==> config.mk <==
export PLATFORM = sky130hd
export DESIGN_NAME = ram_burst_master_d1
export DESIGN_NICKNAME = d
export VERILOG_FILES = /design/src/rtl/ram_burst_master_d1_pkg.sv /design/src/rtl/ram_rd_skid_buf.sv /design/src/rtl/ram_burst_master_d1.sv
export SDC_FILE = /design/constraint.sdc
export NUM_CORES = 1
export LEC_CHECK = 0
export BUFFER_PORTS_ARGS = -buffer_cell sky130_fd_sc_hd__buf_2
export CORE_UTILIZATION = 49
export CTS_CLUSTER_SIZE = 30
export DETAILED_ROUTE_END_ITERATION = 7
export PLACE_DENSITY = 0.87
export SLEW_MARGIN = 20
export SYNTH_ARGS = -nofsm -noshare
export SYNTH_HDL_FRONTEND = slang
export SYNTH_SLANG_ARGS = --single-unit
==> constraint.sdc <==
create_clock -name clock -period 3 [get_ports clock]
set_clock_uncertainty 0.15 [all_clocks]
set_input_delay 0.6 -clock clock [delete_from_list [all_inputs] [get_ports clock]]
set_output_delay 0.6 -clock clock [all_outputs]
set_load 0.02 [all_outputs]
==> src/rtl/ram_burst_master_d1_pkg.sv <==
// ram_burst_master_d1_pkg: shared state encoding and burst mode constants
package ram_burst_master_d1_pkg;
    typedef enum logic [1:0] {ST_IDLE, ST_WRITE, ST_READ, ST_DONE} state_t;
    localparam logic MODE_READ = 1'b0;
    localparam logic MODE_WRITE = 1'b1;
endpackage

==> src/rtl/ram_rd_skid_buf.sv <==
// ram_rd_skid_buf: 2-entry valid/ready buffer decoupling RAM read latency from the consumer
module ram_rd_skid_buf #(
    parameter int DWIDTH = 32
) (
    input  logic              clock,
    input  logic              reset,
    input  logic [DWIDTH-1:0] in_data,
    input  logic              in_valid,
    output logic [DWIDTH-1:0] out_data,
    output logic              out_valid,
    input  logic              out_ready,
    output logic [1:0]        count
);
    logic [DWIDTH-1:0] mem [2];
    logic              rd_ptr;
    logic              wr_ptr;
    logic              pop;
    assign out_valid = count != 2'd0;
    assign pop = out_valid && out_ready;
    assign out_data = mem[rd_ptr];
    // push at the write pointer, pop at the read pointer; the producer never pushes when full
    always_ff @(posedge clock or posedge reset) begin
        if (reset) begin
            mem[0] <= '0;
            mem[1] <= '0;
            rd_ptr <= 1'b0;
            wr_ptr <= 1'b0;
            count <= 2'd0;
        end else begin
            if (in_valid) begin
                mem[wr_ptr] <= in_data;
                wr_ptr <= ~wr_ptr;
            end
            if (pop)
                rd_ptr <= ~rd_ptr;
            count <= count + {1'b0, in_valid} - {1'b0, pop};
        end
    end
endmodule

==> src/rtl/ram_burst_master_d1.sv <==
// ram_burst_master_d1: runs one write or read burst between valid/ready streams and a sync-read RAM
module ram_burst_master_d1
    import ram_burst_master_d1_pkg::*;
#(
    parameter int AWIDTH = 3,
    parameter int DWIDTH = 32
) (
    input  logic              clock,
    input  logic              reset,
    input  logic              start,
    input  logic              wr_mode,
    input  logic [AWIDTH-1:0] base_addr,
    input  logic [AWIDTH:0]   len,
    output logic              busy,
    output logic              done,
    output logic [AWIDTH-1:0] ram_addr,
    output logic [DWIDTH-1:0] ram_din,
    output logic              ram_we,
    input  logic [DWIDTH-1:0] ram_dout,
    input  logic [DWIDTH-1:0] s_data,
    input  logic              s_valid,
    output logic              s_ready,
    output logic [DWIDTH-1:0] m_data,
    output logic              m_valid,
    input  logic              m_ready
);
    localparam int DEPTH = 1 << AWIDTH;
    localparam logic [AWIDTH:0] LEN_MAX = (AWIDTH + 1)'(DEPTH);
    localparam logic [AWIDTH:0] LEN_ONE = (AWIDTH + 1)'(1);
    state_t            state;
    state_t            next;
    logic [AWIDTH-1:0] addr;
    logic [AWIDTH:0]   rem;
    logic              inflight;
    logic              wr_hs;
    logic              pop;
    logic              issue;
    logic [1:0]        buf_count;
    assign wr_hs = (state == ST_WRITE) && s_valid;
    assign pop = m_valid && m_ready;
    // a read may issue only if the word it returns is guaranteed a free buffer slot
    assign issue = (state == ST_READ) && (rem != '0) &&
                   (({1'b0, buf_count} + {2'b0, inflight}) < (3'd2 + {2'b0, pop}));
    // state register
    always_ff @(posedge clock or posedge reset) begin
        if (reset)
            state <= ST_IDLE;
        else
            state <= next;
    end
    // next-state: read completes only once nothing is left to issue, in flight or buffered
    always_comb begin
        next = state;
        case (state)
            ST_IDLE:  if (start) next = (len == '0) ? ST_DONE : (wr_mode == MODE_WRITE) ? ST_WRITE : ST_READ;
            ST_WRITE: if (wr_hs && rem == LEN_ONE) next = ST_DONE;
            ST_READ:  if (rem == '0 && !inflight && (buf_count == 2'd0 || (buf_count == 2'd1 && pop))) next = ST_DONE;
            default:  next = ST_IDLE;
        endcase
    end
    // burst address, remaining count and read-in-flight tracking
    always_ff @(posedge clock or posedge reset) begin
        if (reset) begin
            addr <= '0;
            rem <= '0;
            inflight <= 1'b0;
        end else begin
            if (state == ST_IDLE && start) begin
                addr <= base_addr;
                rem <= (len > LEN_MAX) ? LEN_MAX : len;
            end else if (wr_hs || issue) begin
                addr <= addr + 1'b1;
                rem <= rem - LEN_ONE;
            end
            inflight <= issue;
        end
    end
    // outputs decoded from state; write beats are combinational on s_valid
    always_comb begin
        busy = (state == ST_WRITE) || (state == ST_READ);
        done = state == ST_DONE;
        s_ready = state == ST_WRITE;
        ram_we = wr_hs;
        ram_din = wr_hs ? s_data : '0;
        ram_addr = busy ? addr : '0;
    end
    ram_rd_skid_buf #(.DWIDTH(DWIDTH)) u_rd_buf (
        .clock     (clock),
        .reset     (reset),
        .in_data   (ram_dout),
        .in_valid  (inflight),
        .out_data  (m_data),
        .out_valid (m_valid),
        .out_ready (m_ready),
        .count     (buf_count)
    );
endmodule

Word level (Yosys, flattened, before mapping)
Cells that the tools add are included.
{"block": "word_totals", "output_inout_bits": 72, "input_bits": 77, "register_bits": 78, "wordCells": 73}
{"block": "classes", "addsub": 6, "mux": 19, "order_cmp": 5, "reduce_logical": 22, "bitwise_logic": 4, "eq_ne": 8}
{"op": "$mux 32", "count": 5}
{"op": "$bwmux 64", "count": 1}
{"op": "$demux 32 s1", "count": 1}
{"op": "$mux 4", "count": 3}
{"op": "$logic_and 1x1->1", "count": 10}
{"op": "$mux 2", "count": 5}
{"op": "$mux 3", "count": 3}
{"op": "$logic_not 4->1", "count": 2}
{"op": "$pmux 2 s3", "count": 1}
{"op": "$eq 2x1->1 const B", "count": 2}
{"op": "$eq 2x2->1 const B", "count": 2}
{"op": "$eq 4x1->1 const B", "count": 1}
{"op": "$ge 2x2->1 const B", "count": 2}
{"op": "$gt 4x4->1 const B", "count": 1}
{"op": "$logic_not 2->1", "count": 2}
{"op": "$ne 2x1->1 const B", "count": 2}
{"op": "$not 1->2", "count": 2}
{"op": "$reduce_bool 2->1", "count": 2}
{"op": "$reduce_bool 4->1", "count": 1}
{"op": "$sub 4x1->4 const B", "count": 1}
{"op": "$add 2x1->3", "count": 1}
{"op": "$add 2x1->3 const A", "count": 1}
{"op": "$add 3x1->3 const B", "count": 1}
{"op": "$logic_or 1x1->1", "count": 3}
{"op": "other kinds (8)", "count": 9}

Longest topological paths before layout
Gate-level depths: netlist (run 1).
{"block": "logic_depth", "word_depth": 8, "mapped_depth": 7, "depth_no_buf": 7}

By module
A second synthesis (run 1) with hierarchy kept.
{"block": "hier_totals", "hier_cells": 310, "hier_area_um2": 3990.1}
{"module": "ram_rd_skid_buf", "area_each_um2": 2991.6, "instances": 1, "seq_area_each_um2": 1701.6, "cells_per_inst": 188}
{"module": "ram_burst_master_d1", "area_each_um2": 998.5, "instances": 1, "seq_area_each_um2": 250.2, "cells_per_inst": 122}

Least setup slack after synthesis (run 1)
No wires, ideal clock.
{"block": "synth_timing", "path_kind": "register to output", "from": "register state[1]", "to": "output port ram_din[10]", "t_arrival_ns": 1.323, "path_stages_with_launch": 5, "path_slack_ns": 0.927, "required_ns": 2.250, "cell_sequence": "dfrtp_1 > inv_1 > ha_1 > clkbuf_1 > and3_1"}
{"block": "synth_via", "elab_chain_len": 3}
{"element": "start, declared", "line": "ram_burst_master_d1.sv:30", "source": "state_t state;"}
{"element": "start signal, assigned", "line": "ram_burst_master_d1.sv:49", "source": "state <= next;"}
{"element": "$eq 2x1->1"}
{"element": "via s_ready", "line": "ram_burst_master_d1.sv:22", "source": "output logic s_ready,"}
{"element": "$logic_and 1x1->1", "line": "ram_burst_master_d1.sv:39", "source": "assign wr_hs = (state == ST_WRITE) && s_valid;"}
{"element": "$mux 32", "line": "ram_burst_master_d1.sv:84", "source": "ram_din = wr_hs ? s_data : '0;"}
{"element": "end, declared", "line": "ram_burst_master_d1.sv:17", "source": "output logic [DWIDTH-1:0] ram_din,"}
The timed path passes the listed nets, and every way through them passes these cells.

Worst setup path in the final report (run 1)
{"block": "layout_timing", "from": "register state[1]", "to": "output port ram_we"}
{"block": "layout_via", "elab_chain_len": 2}
{"element": "$eq 2x1->1", "line": "ram_burst_master_d1.sv:39"}
{"element": "$logic_and 1x1->1", "line": "ram_burst_master_d1.sv:39"}
{"element": "end, declared", "line": "ram_burst_master_d1.sv:18", "source": "output logic ram_we,"}
Every way passes these cells.

==> results of run 1 <==
-- layout make-up --
type / count / share of cell area
Clock buffer: 9 / 0.0251
Tap cell: 102 / 0.0259
Inverter: 12 / 0.00914
Timing Repair Buffer: 153 / 0.160
Multi-Input combinational cell: 196 / 0.372
Clock inverter: 7 / 0.0119
Sequential cell: 78 / 0.396
-- layer usage --
layer / part of all wire / vias up
li1: - / 1372
met1: 0.43 / 1391
met2: 0.51 / 85
met3: 0.058 / 9
met4: 0.0095 / 0
met5: 0 / -
-- synth_stat cells (all sizes together) --
| library cell | number | area, sq um |
|---|---|---|
| and3 | 32 | 200 |
| nand2b | 1 | 6.26 |
| nand3 | 3 | 20.0 |
| buf | 6 | 26.3 |
| a21oi | 1 | 5.00 |
| o31ai | 1 | 7.51 |
| mux2 | 98 | 1110 |
| nor2b | 1 | 6.26 |
| inv | 12 | 45.0 |
| nand2 | 5 | 18.8 |
| mux2i | 2 | 20.0 |
| nor4 | 1 | 6.26 |
| o41ai | 1 | 16.3 |
| or2 | 1 | 6.26 |
| xnor2 | 4 | 35.0 |
| nor3 | 2 | 10.0 |
| a211o | 1 | 8.76 |
| and4 | 1 | 10.0 |
| xor2 | 2 | 17.5 |
| ha | 11 | 138 |
| dfrtp | 78 | 1950 |
| a41oi | 1 | 27.5 |
| or3 | 5 | 36.3 |
| and2 | 5 | 31.3 |
| o21ai | 9 | 52.6 |
| a31oi | 3 | 18.8 |
| nor2 | 5 | 18.8 |
| clkbuf | 12 | 45.0 |
-- worst max path at each step --
stage	start	end	slack, ns	depth (start not counted)
5_1_grt	state[1]$_DFFE_PP0P_	ram_we	0.05	4
2_1_floorplan	reset	addr[0]$_DFFE_PP0P_	0.25	1
4_1_cts	state[1]$_DFFE_PP0P_	ram_we	0.21	4
3_3_place_gp	state[1]$_DFFE_PP0P_	ram_we	0.71	4
3_5_place_dp	state[1]$_DFFE_PP0P_	ram_we	0.61	4
6_report	state[1]$_DFFE_PP0P_	ram_we	0.23	4
-- registers in the layout, indices dropped and copies added, names as in the netlist --
register	count
addr	3
inflight	1
rem	4
state	2
u_rd_buf.count	2
u_rd_buf.mem	64
u_rd_buf.rd_ptr	1
u_rd_buf.wr_ptr	1
-- cells by family (layout without fill, tap and decap cells) --
kind of cell / count (synthesis) / in the layout / share of synthesized area
XOR/XNOR: 6 / 6 / 0.0135
buffers and inverters: 30 / 181 / 0.0299
adder cells (fa/ha/maj): 11 / 11 / 0.0354
flip-flops: 78 / 78 / 0.501
AO/OA/AOI/OAI: 17 / 17 / 0.0350
AND/OR/NAND/NOR: 62 / 62 / 0.0952
multiplexers: 100 / 100 / 0.290
-- metrics by stage --
step / hold slack (ns) / std cells
after floorplan: 0.304 / 304
after global placement: 0.313 / 541
after detailed placement: 0.325 / 541
after CTS: 0.182 / 557
after global routing: 0.203 / 557
final: 0.174 / 557
-- power by group --
group	total, mW	leakage (nW)	internal [mW]	switching, mW
Combinational	2.84	1.52	1.33	1.52
Clock	0.733	0.0917	0.312	0.422
Sequential	1.89	0.923	1.59	0.296
-- layout by cell type (no fill, tap or decap), types with 2 or more instances in the layout --
master    Yosys  routed
nand3_1       2       2
o21ai_1       4       4
clkinv_4      0       3
ha_1         11      11
or3_1         4       4
buf_2         3     148
nand2_1       5       5
mux2_1       27      27
clkbuf_8      0       9
xor2_1        2       2
a31oi_1       3       3
nor2_1        5       5
o21ai_2       2       2
and3_1       32      32
o21ai_0       3       3
and2_1        5       5
mux2i_1       2       2
mux2_2       70      70
xnor2_1       4       4
dfrtp_1      78      78
buf_4         0       4
nor3_1        2       2
inv_1        12      11
==> run metrics, run 1 <==
met2 Resource Use GR=0.369; Place WS=0.608 ns; FF+latch area=0.00195 sq mm; Initial Util=0.506; vias=2857; clock latency on the worst-skew pair=0.35 ns; Leakage=2.54 nW; gr usage total=0.215; routing usage on met1=0.264; Synth cell types=35; Layout Utilization=0.641; Peak VDD IR=0.000692 V; Max Clk Rate=361 MHz; biggest cell delay along the critical path=0.68 ns; Rows=32; final hold vios=0; initial antenna violation count=0; Crit path max-delay family=adder cells; Mapped Cells=304; Clock Tree Buf Depth=2; Final Worst Setup Slack=0.229 ns; GRT busiest layer=met2; layout cell share with drive strength beyond 1=0.549; Layout Nets=538; TritonCTS clock tree=built; # setup viols final=0; Final Total Pwr=5.47 mW; Yosys reg bits=78; yosys warns=0; FF-to-FF path depth=6; number of buffers created by CTS=9; area occupied by multi-input gates=0.00183 sq mm; Critical Path Slowest Stage Cell=ha_1; measured slew at the worst slew-check pin=0.796 ns; Hold Path Class=input pin to async pin; I/O Pins=149; post-layout min period=2.77 ns; post-CTS setup buffer count=0; vias in the first global route=2901; Final period util=0.924; RSZ-0062 raised after global routing=no; M3 GR Usage=0.0645; Power Dens Cells=1110 mW/mm^2; gpl congestion=0.767; Slew Limit Fails=0; CTS clock-pin slew for the worst setup and hold paths=0.08 ns; r2r setup slk=0.64 ns; total congestion overflow=0; Req. time, crit path=2.25 ns; chip height=91.1 microns; reg-to-reg critical path endpoint=rem[3]$_DFFE_PP0P_; Placed Area=0.00475 sq mm; IO Port Bufs=148; syn avg cell area=12.8 sq um; startpoint type of the worst setup path=register; Max Cap Viol=0; # DRC=0; Die ar.=0.00830 sq mm; worst r2r src=state[1]$_DFFE_PP0P_; crit end category=output pin; H-tree levels=3; core area=0.00769 sq mm; status=finished clean; CP Buf/Inv Count=2; area grow syn2layout=26.6%; Critical Path, Cell by Cell=inv_1 > ha_1 > and2_1 > buf_2; final WL=8.46 mm; Clock Sinks=78; register area share after synthesis=0.501; syn_nets=392; Post-DRT Antenna Nets=0; post-DR wirelength/cell=15.2 microns; clk root buf=clkbuf_8; first-pass GRT wire length=14.0 mm; fin area=0.00493 sq mm; largest net degree at the start of global routing=53; DRT Pass-1 Iters=4; Die Wd=91.1 microns; critical-path maximum fanout=35; max_slew headroom=0.469; antenna fix cells=0; Synth Cell Area=0.00389 sq mm; TNS Setup=0 ns; CP Data Arrival Time=2.02 ns; Fillers=614; Post-CTS Hold Fix Bufs=0; Worst Path Class, Setup=register to output pin; DRT iter0 DRCs=79; Vias/cell=5.13; post_cts resized=0; Post-DP HPWL=6.20 mm
No activity file was read; power rests on OpenSTA's default activity.
==> run 2, diff against run 1 <==
==> constraint.sdc (replaced) <==
create_clock -name clock -period 3 [get_ports clock]
set_clock_uncertainty 0.15 [all_clocks]
set_input_delay 0.6 -clock clock [delete_from_list [all_inputs] [get_ports clock]]
set_output_delay 0.6 -clock clock [all_outputs]
set_load 0.01 [all_outputs]
==> run metrics, run 2 (synthesis gave the netlist of run 1 again) <==
status=finished clean; Vias/cell=5.22 (+1.8%); Final Total Pwr=5.21 mW (-4.7%); most frequent cells in the layout=148 x buf_2, 78 x dfrtp_1, 70 x mux2_2, 32 x and3_1, 27 x mux2_1; Max Cap Viol=0 (unchanged); Final period util=0.928 (+0.00426); vias in the first global route=2882 (-0.65%); Critical Path Slowest Stage Cell=ha_1; Slew Limit Fails=0 (unchanged); final WL=8.60 mm (+1.6%); gr usage total=0.211 (-0.00389); core area=0.00769 sq mm (unchanged); CP Buf/Inv Count=2 (unchanged); r2r setup slk=0.54 ns (-0.10 ns); layout cell share with drive strength beyond 1=0.549 (unchanged); Clock Tree Buf Depth=2 (unchanged); Worst Path Class, Setup=register to output pin; IO Port Bufs=148 (unchanged); Post-CTS Hold Fix Bufs=0 (unchanged); TritonCTS clock tree=built; post-CTS setup buffer count=0 (unchanged); CP Data Arrival Time=2.03 ns (about the same); FF-to-FF path depth=6 (unchanged); Cell Count Post-Placement=541 (unchanged); Max Clk Rate=359 MHz (-0.46%); post-DR wirelength/cell=15.4 microns (+1.6%); Req. time, crit path=2.25 ns (about the same); largest net degree at the start of global routing=53 (unchanged); clock latency on the worst-skew pair=0.35 ns (about the same); total congestion overflow=0 (unchanged); vias=2909 (+1.8%); max reg flops=64 (unchanged); Die Wd=91.1 microns (unchanged); post-layout min period=2.78 ns (+0.0128 ns); measured slew at the worst slew-check pin=0.843 ns (+0.0465 ns); Post-DP HPWL=6.31 mm (+1.6%); Crit path max-delay family=adder cells; worst r2r src=state[1]$_DFFE_PP0P_; Post-DRT Antenna Nets=0 (unchanged); clk root buf=clkbuf_8; RSZ-0062 raised after global routing=no; gpl congestion=0.790 (+3.0%); Top reg by flops=u_rd_buf.mem; TNS Setup=0 ns (unchanged); post_cts resized=0 (unchanged); Fin Hold WS=0.160 ns (-0.0141 ns); Die ar.=0.00830 sq mm (unchanged); initial antenna violation count=0 (unchanged); Peak VDD IR=0.000536 V (-23%); number of buffers created by CTS=9 (unchanged); Power Dens Cells=1050 mW/mm^2 (-5.1%); DRT Pass-1 Iters=4 (unchanged); Initial Util=0.506 (unchanged); # DRC=0 (unchanged); I/O Pins=149 (unchanged); Clock Sinks=78 (unchanged); antenna fix cells=0 (unchanged); final hold vios=0 (unchanged); # setup viols final=0 (unchanged); Leakage=2.54 nW (+0.11%); max_slew headroom=0.438 (-0.0310); DRT iter0 DRCs=94 (+19%); first-pass GRT wire length=13.9 mm (-0.93%); Hold Path Class=input pin to async pin; Critical Path, Cell by Cell=inv_1 > ha_1 > and2_1 > buf_2; biggest cell delay along the critical path=0.72 ns (+0.04 ns); Rows=32 (unchanged); Layout Nets=538 (unchanged); commonest non-fill, non-tap cell in the layout=buf_2; chip height=91.1 microns (unchanged); H-tree levels=3 (unchanged); fin cells=557 (unchanged); critical-path maximum fanout=35 (unchanged); reg-to-reg critical path endpoint=rem[3]$_DFFE_PP0P_; crit end category=output pin; startpoint type of the worst setup path=register; area grow syn2layout=27.2%; Largest regs=u_rd_buf.mem: 64 flops, rem: 4 flops, addr: 3 flops; CTS clock-pin slew for the worst setup and hold paths=0.08 ns (about the same)
run 2: changes by cell type in the layout (fill, tap and decap cells not counted), sizes merged:
cell,previous run,this run
clkinv,4,0
clkinvlp,1,3
bufinv,0,1
inv,14,15
run 2: worst max path at each step:
stage | start | endpoint | slack (ns) | depth (start not counted)
after floorplan | reset | addr[0]$_DFFE_PP0P_ | 0.25 | 1
after global placement | state[1]$_DFFE_PP0P_ | ram_we | 0.75 | 4
after detailed placement | state[1]$_DFFE_PP0P_ | ram_we | 0.60 | 4
after CTS | state[1]$_DFFE_PP0P_ | ram_we | 0.21 | 4
after global routing | state[1]$_DFFE_PP0P_ | ram_we | 0.06 | 4
final | state[1]$_DFFE_PP0P_ | ram_we | 0.22 | 4
run 2: power by group:
part	internal [mW]	total (mW)	switching, mW
Clock	0.395	0.813	0.417
Sequential	1.59	1.90	0.303
Combinational	1.32	2.50	1.18
run 2: layout make-up:
| cell class | instances | area [sq um] |
|---|---|---|
| clock inverters | 7 | 81.3 |
| clock buffers | 9 | 124 |
| flip-flops and latches | 78 | 1950 |
| repair buffers | 153 | 791 |
| fillers | 627 | 2740 |
| well taps | 102 | 128 |
| inverters | 12 | 45.0 |
| multi-input cells | 196 | 1830 |
run 2: layer usage:
layer / vias to the layer above / GRT usage / share of wire / wire [microns]
met5: - / 0 / 0 / 0
met4: 0 / 0.0688 / 0.013 / 112
met3: 9 / 0.0469 / 0.049 / 418
met2: 73 / 0.358 / 0.51 / 4370
met1: 1452 / 0.268 / 0.43 / 3700
li1: 1375 / - / - / -
run 2: through the flow:
step / utilization / setup WS, ns / instance area (sq um)
global placement: 0.618 / 0.745 / 4750
floorplan: - / 0.255 / 3890
CTS: 0.644 / 0.208 / 4950
finish: 0.644 / 0.216 / 4950
detailed placement: 0.618 / 0.603 / 4750
global route: 0.644 / 0.0648 / 4950
run 2: worst register-to-register path, cell delays in order, from the launching register on:
cell and delay (ns):
dfrtp_1 0.41, inv_1 0.11, ha_1 0.72, and2_1 0.29, a41oi_4 0.08, or3_1 0.41
a31oi_1 0.20
==> run 3, diff against run 2 <==
--- a/config.mk
+++ b/config.mk
@@ -7,6 +7,7 @@
 export LEC_CHECK = 0
 export BUFFER_PORTS_ARGS = -buffer_cell sky130_fd_sc_hd__buf_2
 export CORE_UTILIZATION = 49
+export CTS_BUF_LIST = sky130_fd_sc_hd__clkbuf_16
 export CTS_CLUSTER_SIZE = 30
 export DETAILED_ROUTE_END_ITERATION = 7
 export PLACE_DENSITY = 0.87
==> run metrics, run 3 (synthesis gave the netlist of run 1 again) <==
CP Data Arrival Time=2.01 ns (-0.02 ns); Clock Tree Buf Depth=2 (unchanged); Switch Pwr=1.93 mW (+1.8%); antenna fix cells=0 (unchanged); register share of total power=0.345 (-0.019); internal power=3.58 mW (+8.0%); H-tree levels=3 (unchanged); final hold vios=0 (unchanged); Initial Util=0.506 (unchanged); Largest regs=u_rd_buf.mem: 64 flops, rem: 4 flops, addr: 3 flops; startpoint type of the worst setup path=register; clock network power share=0.201 (+0.045); Final Worst Setup Slack=0.239 ns (+0.0226 ns); TNS Setup=0 ns (unchanged); Clock Sinks=78 (unchanged); DRT Pass-1 Iters=4 (unchanged); vias in the first global route=2917 (+1.2%); Post-CTS Hold Fix Bufs=0 (unchanged); Die Wd=91.1 microns (unchanged); Die ar.=0.00830 sq mm (unchanged); first-pass GRT wire length=14.1 mm (+1.4%); Place WS=0.603 ns (unchanged); clk root buf=clkbuf_16; IO Port Bufs=148 (unchanged); gpl congestion=0.790 (unchanged); commonest non-fill, non-tap cell in the layout=buf_2; post_cts resized=0 (unchanged); reg-to-reg critical path endpoint=rem[3]$_DFFE_PP0P_; post-layout min period=2.76 ns (-0.0226 ns); initial antenna violation count=0 (unchanged); Max Clk Rate=362 MHz (+0.82%); Fillers=617 (-1.6%); Layout Nets=538 (unchanged); Top reg by flops=u_rd_buf.mem; Hold Path Class=input pin to async pin; Cell Count Post-Placement=541 (unchanged); Post-DP HPWL=6.31 mm (unchanged); Final period util=0.920 (-0.00754); largest net degree at the start of global routing=53 (unchanged); total congestion overflow=0 (unchanged); RSZ-0062 raised after global routing=no; critical-path maximum fanout=35 (unchanged); post-CTS setup buffer count=0 (unchanged); status=finished clean; Max Cap Viol=0 (unchanged); Worst Path Class, Setup=register to output pin; # setup viols final=0 (unchanged); worst r2r src=state[1]$_DFFE_PP0P_; # DRC=0 (unchanged); I/O Pins=149 (unchanged); r2r setup slk=0.61 ns (+0.07 ns); Comb power frac=0.454 (-0.026); gr usage total=0.214 (+0.00254); post-DR wirelength/cell=15.5 microns (+0.53%); chip height=91.1 microns (unchanged); Leakage=2.59 nW (+1.8%); number of buffers created by CTS=9 (unchanged); most frequent cells in the layout=148 x buf_2, 78 x dfrtp_1, 70 x mux2_2, 32 x and3_1, 27 x mux2_1; Final Total Pwr=5.51 mW (+5.7%); fin cells=557 (unchanged); Post-DRT Antenna Nets=0 (unchanged); Vias/cell=5.21 (-0.24%); measured slew at the worst slew-check pin=0.848 ns (+0.00538 ns); Power Dens Cells=1090 mW/mm^2 (+3.6%); layout cell share with drive strength beyond 1=0.549 (unchanged); Peak VDD IR=0.000662 V (+24%); Rows=32 (unchanged); FF-to-FF path depth=6 (unchanged); DRT iter0 DRCs=95 (+1.1%); crit end category=output pin; final WL=8.65 mm (+0.53%); clock latency on the worst-skew pair=0.32 ns (-0.03 ns); Req. time, crit path=2.25 ns (about the same); area grow syn2layout=29.8%; vias=2902 (-0.24%); Switching Fraction=0.351 (-0.0135); core area=0.00769 sq mm (unchanged); CTS clock-pin slew for the worst setup and hold paths=0.06 ns (-0.02 ns); Slew Limit Fails=0 (unchanged); max reg flops=64 (unchanged); max_slew headroom=0.435 (-0.00359); TritonCTS clock tree=built
run 3: cell counts in the layout (fill, tap and decap cells not counted):
Identical to the previous run, type by type.
run 3: area by class of cell:
cell class | count | area, sq um | area share
clock buffers | 9 | 225 | 0.0446
clock inverters | 7 | 81.3 | 0.0161
inverters | 12 | 45.0 | 0.00891
multi-input cells | 196 | 1830 | 0.362
flip-flops and latches | 78 | 1950 | 0.386
well taps | 102 | 128 | 0.0253
repair buffers | 153 | 791 | 0.156
run 3: power by group through the flow:
stage | Clock, mW | Combinational (mW) | Sequential [mW]
final | 1.11 | 2.50 | 1.90
after global routing | 1.17 | 2.74 | 1.97
after CTS | 1.13 | 2.54 | 1.90
after detailed placement | 0 | 2.53 | 1.91
after global placement | 0 | 2.43 | 1.85
after floorplan | 0 | 1.80 | 1.80
run 3: routing by layer:
layer,part of all wire,GRT usage,vias to the layer above
met2,0.51,0.372,69
li1,-,-,1376
met5,0,0,-
met3,0.046,0.0444,7
met1,0.43,0.270,1450
met4,0.010,0.0569,0
run 3: stage by stage:
| stage | hold slack [ns] | util | cell area (sq um) |
|---|---|---|---|
| detailed placement | 0.327 | 0.618 | 4750 |
| global placement | 0.313 | 0.618 | 4750 |
| finish | 0.190 | 0.657 | 5050 |
| global route | 0.232 | 0.657 | 5050 |
| CTS | 0.202 | 0.657 | 5050 |
| floorplan | 0.304 | - | 3890 |
run 3: how the worst max path moves through the flow:
stage | from | end | depth (start not counted)
finish | state[1]$_DFFE_PP0P_ | ram_we | 4
CTS | state[1]$_DFFE_PP0P_ | ram_we | 4
global placement | state[1]$_DFFE_PP0P_ | ram_we | 4
global route | state[1]$_DFFE_PP0P_ | ram_we | 4
detailed placement | state[1]$_DFFE_PP0P_ | ram_we | 4
floorplan | reset | addr[0]$_DFFE_PP0P_ | 1
run 3: worst max-delay path: stages (launching register included):
cell and delay (ns):
dfrtp_1 0.40, inv_1 0.11, ha_1 0.72, and2_1 0.29
buf_2 0.16
